`src/rtl/sp_if_out_ddr_sched.sv`:
```
// rtl/sp_if_out_ddr_sched.sv - round-robin DDR write scheduler for the SP output datapath
//
// Purpose: arbitrates DDR write requests from NCH producers round-robin, issues
// the datapath start pulse with size/address, then supervises the Avalon-ST
// write stream (first/last beats, beat count, stall timeout) and reports
// per-channel completion or error. One transfer at a time.
//
// Ports:
//   i_arst, i_clk156m          async active-high reset, 156.25 MHz clock
//   i_ctrl_startp              synchronous abort/clear, highest priority
//   i_req/i_req_size/i_req_addr per-channel request level, byte size, base address
//   o_grant                    one-hot grant pulse
//   o_ddr_wr_startp            datapath start pulse
//   o_ddr_size/o_ddr_addr      size/address of current transfer
//   o_ch_sel                   current/last granted channel index
//   i_wr_valid/ready/first/last write stream handshake and framing flags
//   o_busy                     transfer in progress
//   o_done                     per-channel completion pulse
//   o_err_size/len/tmo         bad size, beat count mismatch, stall timeout pulses
module sp_if_out_ddr_sched #(
  parameter int          NCH       = 2,
  parameter logic [31:0] TMO_CYC   = 32'd1_000_000,
  parameter logic [11:0] START_GAP = 12'd2056
) (
  input  logic              i_arst,
  input  logic              i_clk156m,
  input  logic              i_ctrl_startp,
  input  logic [NCH-1:0]    i_req,
  input  logic [32*NCH-1:0] i_req_size,
  input  logic [32*NCH-1:0] i_req_addr,
  output logic [NCH-1:0]    o_grant,
  output logic              o_ddr_wr_startp,
  output logic [31:0]       o_ddr_size,
  output logic [31:0]       o_ddr_addr,
  output logic [2:0]        o_ch_sel,
  input  logic              i_wr_valid,
  input  logic              i_wr_ready,
  input  logic              i_wr_first,
  input  logic              i_wr_last,
  output logic              o_busy,
  output logic [NCH-1:0]    o_done,
  output logic              o_err_size,
  output logic              o_err_len,
  output logic              o_err_tmo
);

  typedef enum logic [2:0] {
    S_IDLE, S_ARB, S_START, S_WAIT_FIRST, S_WAIT_LAST, S_CHECK
  } state_t;

  state_t      state;
  logic [2:0]  ptr;
  logic        size_bad;
  logic [31:0] exp_beats;
  logic [31:0] beat_cnt;
  logic [31:0] tmo_cnt;

  logic           beat;
  logic [31:0]    beat_inc;
  logic [31:0]    tmo_inc;
  logic [7:0]     req_ext;
  logic [3:0]     arb_idx;
  logic           arb_hit;
  logic [2:0]     arb_sel;
  logic [NCH-1:0] arb_onehot;
  logic [NCH-1:0] done_onehot;
  logic [31:0]    arb_size;
  logic [31:0]    arb_addr;
  logic           arb_bad;

  assign beat     = i_wr_valid & i_wr_ready;
  assign beat_inc = (beat_cnt == 32'hFFFF_FFFF) ? beat_cnt : beat_cnt + 32'd1;
  assign tmo_inc  = tmo_cnt + 32'd1;

  // Round-robin search from ptr+1 upward; iterating the offset downward lets
  // the smallest offset with a set request win.
  always_comb begin
    req_ext            = '0;
    req_ext[NCH-1:0]   = i_req;
    arb_idx            = '0;
    arb_hit            = 1'b0;
    arb_sel            = '0;
    for (int k = NCH; k >= 1; k--) begin
      arb_idx = {1'b0, ptr} + 4'(k);
      if (arb_idx >= 4'(NCH)) arb_idx = arb_idx - 4'(NCH);
      if (req_ext[arb_idx[2:0]]) begin
        arb_hit = 1'b1;
        arb_sel = arb_idx[2:0];
      end
    end
    arb_size    = '0;
    arb_addr    = '0;
    arb_onehot  = '0;
    done_onehot = '0;
    for (int k = 0; k < NCH; k++) begin
      if (arb_sel == 3'(k)) begin
        arb_onehot[k] = 1'b1;
        arb_size      = i_req_size[32*k +: 32];
        arb_addr      = i_req_addr[32*k +: 32];
      end
      if (o_ch_sel == 3'(k)) done_onehot[k] = 1'b1;
    end
    arb_bad = (arb_size == 32'd0) || (arb_size[3:0] != 4'd0);
  end

  // Arbitration is resolved on the IDLE->ARB edge so grant/size/addr are
  // registered and visible in ARB; done/err_len are resolved on the last beat
  // so they appear in CHECK, one cycle after that beat.
  always_ff @(posedge i_clk156m or posedge i_arst) begin
    if (i_arst) begin
      state           <= S_IDLE;
      ptr             <= '0;
      size_bad        <= 1'b0;
      exp_beats       <= '0;
      beat_cnt        <= '0;
      tmo_cnt         <= '0;
      o_grant         <= '0;
      o_ddr_wr_startp <= 1'b0;
      o_ddr_size      <= '0;
      o_ddr_addr      <= '0;
      o_ch_sel        <= '0;
      o_busy          <= 1'b0;
      o_done          <= '0;
      o_err_size      <= 1'b0;
      o_err_len       <= 1'b0;
      o_err_tmo       <= 1'b0;
    end else begin
      o_grant         <= '0;
      o_ddr_wr_startp <= 1'b0;
      o_done          <= '0;
      o_err_size      <= 1'b0;
      o_err_len       <= 1'b0;
      o_err_tmo       <= 1'b0;
      if (i_ctrl_startp) begin
        state    <= S_IDLE;
        ptr      <= 3'(NCH-1);
        beat_cnt <= '0;
        tmo_cnt  <= '0;
        o_busy   <= 1'b0;
      end else begin
        case (state)
          S_IDLE: begin
            if (arb_hit) begin
              state      <= S_ARB;
              o_busy     <= 1'b1;
              o_grant    <= arb_onehot;
              o_ddr_size <= arb_size;
              o_ddr_addr <= arb_addr;
              o_ch_sel   <= arb_sel;
              ptr        <= arb_sel;
              size_bad   <= arb_bad;
              o_err_size <= arb_bad;
              exp_beats  <= {4'd0, arb_size[31:4]};
            end
          end
          S_ARB: begin
            if (size_bad) begin
              state  <= S_IDLE;
              o_busy <= 1'b0;
            end else begin
              state           <= S_START;
              o_ddr_wr_startp <= 1'b1;
            end
          end
          S_START: begin
            beat_cnt <= '0;
            // The datapath start delay is not counted against the stall limit.
            tmo_cnt  <= 32'd0 - 32'(START_GAP);
            state    <= S_WAIT_FIRST;
          end
          S_WAIT_FIRST: begin
            if (beat) begin
              tmo_cnt <= '0;
              if (i_wr_first) begin
                beat_cnt <= 32'd1;
                if (i_wr_last) begin
                  state <= S_CHECK;
                  if (exp_beats == 32'd1) o_done <= done_onehot;
                  else                    o_err_len <= 1'b1;
                end else begin
                  state <= S_WAIT_LAST;
                end
              end else begin
                beat_cnt <= beat_inc;
              end
            end else if (tmo_inc == TMO_CYC) begin
              o_err_tmo <= 1'b1;
              o_busy    <= 1'b0;
              state     <= S_IDLE;
            end else begin
              tmo_cnt <= tmo_inc;
            end
          end
          S_WAIT_LAST: begin
            if (beat) begin
              tmo_cnt  <= '0;
              beat_cnt <= beat_inc;
              if (i_wr_last) begin
                state <= S_CHECK;
                if (beat_inc == exp_beats) o_done <= done_onehot;
                else                       o_err_len <= 1'b1;
              end
            end else if (tmo_inc == TMO_CYC) begin
              o_err_tmo <= 1'b1;
              o_busy    <= 1'b0;
              state     <= S_IDLE;
            end else begin
              tmo_cnt <= tmo_inc;
            end
          end
          S_CHECK: begin
            state  <= S_IDLE;
            o_busy <= 1'b0;
          end
          default: begin
            state  <= S_IDLE;
            o_busy <= 1'b0;
          end
        endcase
      end
    end
  end

endmodule
```
`config.mk`:
```
export PLATFORM = sky130hd
export DESIGN_NAME = sp_if_out_ddr_sched
export DESIGN_NICKNAME = d
export VERILOG_FILES = /design/src/rtl/sp_if_out_ddr_sched.sv
export SDC_FILE = /design/constraint.sdc
export NUM_CORES = 1
export LEC_CHECK = 0
export CAP_MARGIN = 10
export CORE_ASPECT_RATIO = 1.75
export CORE_MARGIN = 10
export CORE_UTILIZATION = 47
export CTS_CLUSTER_DIAMETER = 40
export DETAILED_ROUTE_END_ITERATION = 10
export MAX_ROUTING_LAYER = met4
export PLACE_DENSITY_LB_ADDON = 0.15
export SKIP_LAST_GASP = 1
export SYNTH_ARGS = -nofsm -noshare
export SYNTH_HDL_FRONTEND = slang
export SYNTH_SLANG_ARGS = --single-unit
```
`constraint.sdc`:
```
create_clock -name i_clk156m -period 5 [get_ports i_clk156m]
set_input_delay 1 -clock i_clk156m [delete_from_list [all_inputs] [get_ports i_clk156m]]
set_output_delay 1 -clock i_clk156m [all_outputs]
set_load 0.03 [all_outputs]
```
==> out/qor.yml <==
synth_top_area_share_pct: 37.8
wl_per_cell_um: 23.9
antenna_found_initial: 3
utilization_pct: 61.8
synthAdderAreaFrac_pct: 1.03
cts_buffers: 17
synth_common_cells: "o21ai_0 (172), dfrtp_1 (147), nand2_1 (139)"
cts_resized: 0
clock_path_buffers: 2
yosys.area_share.simple_pct: 24.1
cts_tree: "done"
cp-start-kind: "flop"
path_max_fanout: 14
report.final.slew_viol_count: 0
synth-xor-area-share_pct: 3.69
nNetsFinal: 1453
seqPwrFrac_pct: 34.1
comb_power_share_pct: 44.6
synth_edf_count: 0
cts.clk_slew.worst_paths_ns: 0.07
p_per_area_mw_per_mm2: 483
floorplan.die.width_um: 129
fin_crit_ns: 3.58
syn-num-nets: 1291
root_buffer: "clkbuf_16"
peakVddDrop_mv: 0.328
maxSlewHeadroom_pct: 23.7
synth-async-reset-ratio_pct: 100
worstPathCellList: "ha_1 > nand3_1 > nor4_2 > and3_1 > nor4_1 > o2111ai_1 > nor4_4 > and4_2 > a211oi_1"
clk_latency_ns: 0.45
synth_seq_cells: 147
firstDrtPassIters: 6
grt_max_degree: 133
synth.most_common_cell: "o21ai_0"
crit_type: "reg -> reg"
hold_buffers: 0
clockPowerShare_pct: 21.4
gr-total-overflow: 0
cp_top_family: "simple AND/OR/NAND/NOR gates"
drt-initial-drc-count: 1049
rows: 69
synth.area.mux_share_pct: 7.24
grt_pass1_wl_um: 58200
min_period_over_period_pct: 71.5
grt_pass1_vias: 9933
fin_hold_ws_ns: 0.480
num_io_pins: 213
synth_top_family_by_area: "simple AND/OR/NAND/NOR gates"
ys_top_cells_by_area: "dfrtp_1 (38%), o21ai_0 (8.9%), mux2i_1 (6.9%)"
fill_cells: 1840
cp_slowest_cell: "and3_1"
finClkSkew_ns: 0.00814
finalSetupViolations: 0
ant_nets: 0
clock-sinks: 147
hpwlAfterDp_um: 28200
max_stage_delay_ns: 0.66
grtUsageTotal_pct: 28.5
via_per_inst: 6.37
yosys.area.top_type: "dfrtp_1"
synth_flop_cell: "dfrtp_1"
cap_violations: 0
core_area_mm2: 0.0204
power.share.switching_pct: 43.7
area_delta_synth_final_pct: 29.5
total_power_mw: 6.08
io_buffers: 212
gp_congestion: 1.04
worstMarginPinSlew_ns: 1.14
final.setup.tns_ns: 0
worstPathRequired_ns: 5.29
outcome: "finished clean"
yosys_warnings: 0
rsz0062_at_grt: "false"
start_util_pct: 47.7
cts_htree_levels: 4
via_count: 10004
end_kind: "flop"
avgSynthCellArea_um2: 8.49
drt-total-wl_um: 37600
synth_area_mm2: 0.00973
drc: 0
dieArea_mm2: 0.0271
cts_setup_buffers: 0
fp.dieH_um: 210
maxClockFrequency_ghz: 0.280
cp.arrival_ns: 3.87
synth_sequential_area_ratio_pct: 37.8
synth.distinct_cells: 79
intPower_mw: 3.43
synth_compound_area_share_pct: 21.6
layout-drive-gt1-share_pct: 6.44
path_buf_inv: 0
hp-class: "reg -> reg"
p_leak_nw: 4.97
finalHoldViolCount: 0
switchingPower_mw: 2.66
synth_cells: 1146
worst register-to-register path, cell delays in order, from the launching register on:
cell and delay [ns]:
dfrtp_1 0.56, ha_1 0.38, nand3_1 0.24, nor4_2 0.36, and3_1 0.66, nor4_1 0.16, o2111ai_1 0.37, nor4_4 0.07
and4_2 0.23, a211oi_1 0.39
layout by cell type (no fill, tap or decap), drive strengths merged, types with 13 or more instances in the layout:
cell type | Yosys | routed
inv | 18 | 22
nand2 | 139 | 139
and3 | 18 | 18
a31oi | 23 | 23
xor2 | 13 | 13
o31ai | 16 | 16
nand4 | 34 | 34
a21oi | 39 | 39
buf | 27 | 19
dfrtp | 147 | 147
clkbuf | 61 | 21
clkdlybuf4s50 | 0 | 212
nor3 | 27 | 27
and2 | 15 | 15
o21ai | 173 | 173
mux2i | 67 | 67
nor4 | 46 | 46
xnor2 | 28 | 28
nand3 | 41 | 41
nor2 | 58 | 58
sequential cells by signal, indices dropped and copies added (netlist names):
signal	cells
o_done	2
o_ddr_size	32
ptr	3
o_ddr_addr	32
o_ch_sel	3
o_err_tmo	1
o_err_len	1
o_ddr_wr_startp	1
tmo_cnt	32
o_busy	1
o_grant	2
state	3
size_bad	1
o_err_size	1
beat_cnt	32
final timing paths:
path                          startpoint             end  slack (ns)  cells past startpoint
max                          beat_cnt[0]       o_err_len        1.42                      9
min                        o_ddr_size[1]   o_ddr_size[1]        0.48                      2
max reg2reg                  beat_cnt[0]       o_err_len        1.42                      9
min reg2reg                o_ddr_size[1]   o_ddr_size[1]        0.48                      2
max in group asynchronous         i_arst  o_ddr_addr[14]        3.12                      3
min in group asynchronous         i_arst    beat_cnt[14]        0.96                      2
kinds of logic after synthesis:
| logic type | Yosys count |
|---|---|
| simple gates | 434 |
| compound gates | 340 |
| flops | 147 |
| buf+inv | 106 |
| mux | 70 |
| xor+xnor | 41 |
| fa+ha+maj | 8 |
power groups by stage:
stage	Sequential [mW]	Clock, mW	Combinational [mW]
2_1_floorplan	2.37	0	1.22
3_3_place_gp	2.06	0	2.68
3_5_place_dp	2.07	0	2.71
4_1_cts	2.05	1.31	2.73
5_1_grt	2.11	1.36	2.93
6_report	2.07	1.30	2.71
metrics by stage:
step,cells,worst slack [ns],area [µm²]
after global placement,1537,1.40,12000
after detailed placement,1537,1.35,12000
after CTS,1568,1.54,12600
after floorplan,1146,0.0487,9730
final,1571,1.42,12600
after global routing,1571,1.30,12600
per-layer routing:
metal / wire, µm / GRT usage, % / part of all wire [%]
met1: 13500 / 29.5 / 36
met2: 20400 / 51.2 / 54
met3: 2010 / 4.75 / 5.4
met4: 1640 / 13.5 / 4.4
met5: 0 / - / 0
cell type report:
type / instances / area [µm²] / share of cell area [%]
antenna: 3 / 7.51 / 0.0596
clock buffer: 21 / 480 / 3.82
clock inverter: 10 / 97.6 / 0.775
inverter: 18 / 72.6 / 0.576
multi-input combinational: 893 / 5640 / 44.8
sequential: 147 / 3680 / 29.2
tap: 248 / 310 / 2.46
timing repair buffer: 231 / 2300 / 18.3
Power figures use the tool's default switching activity.
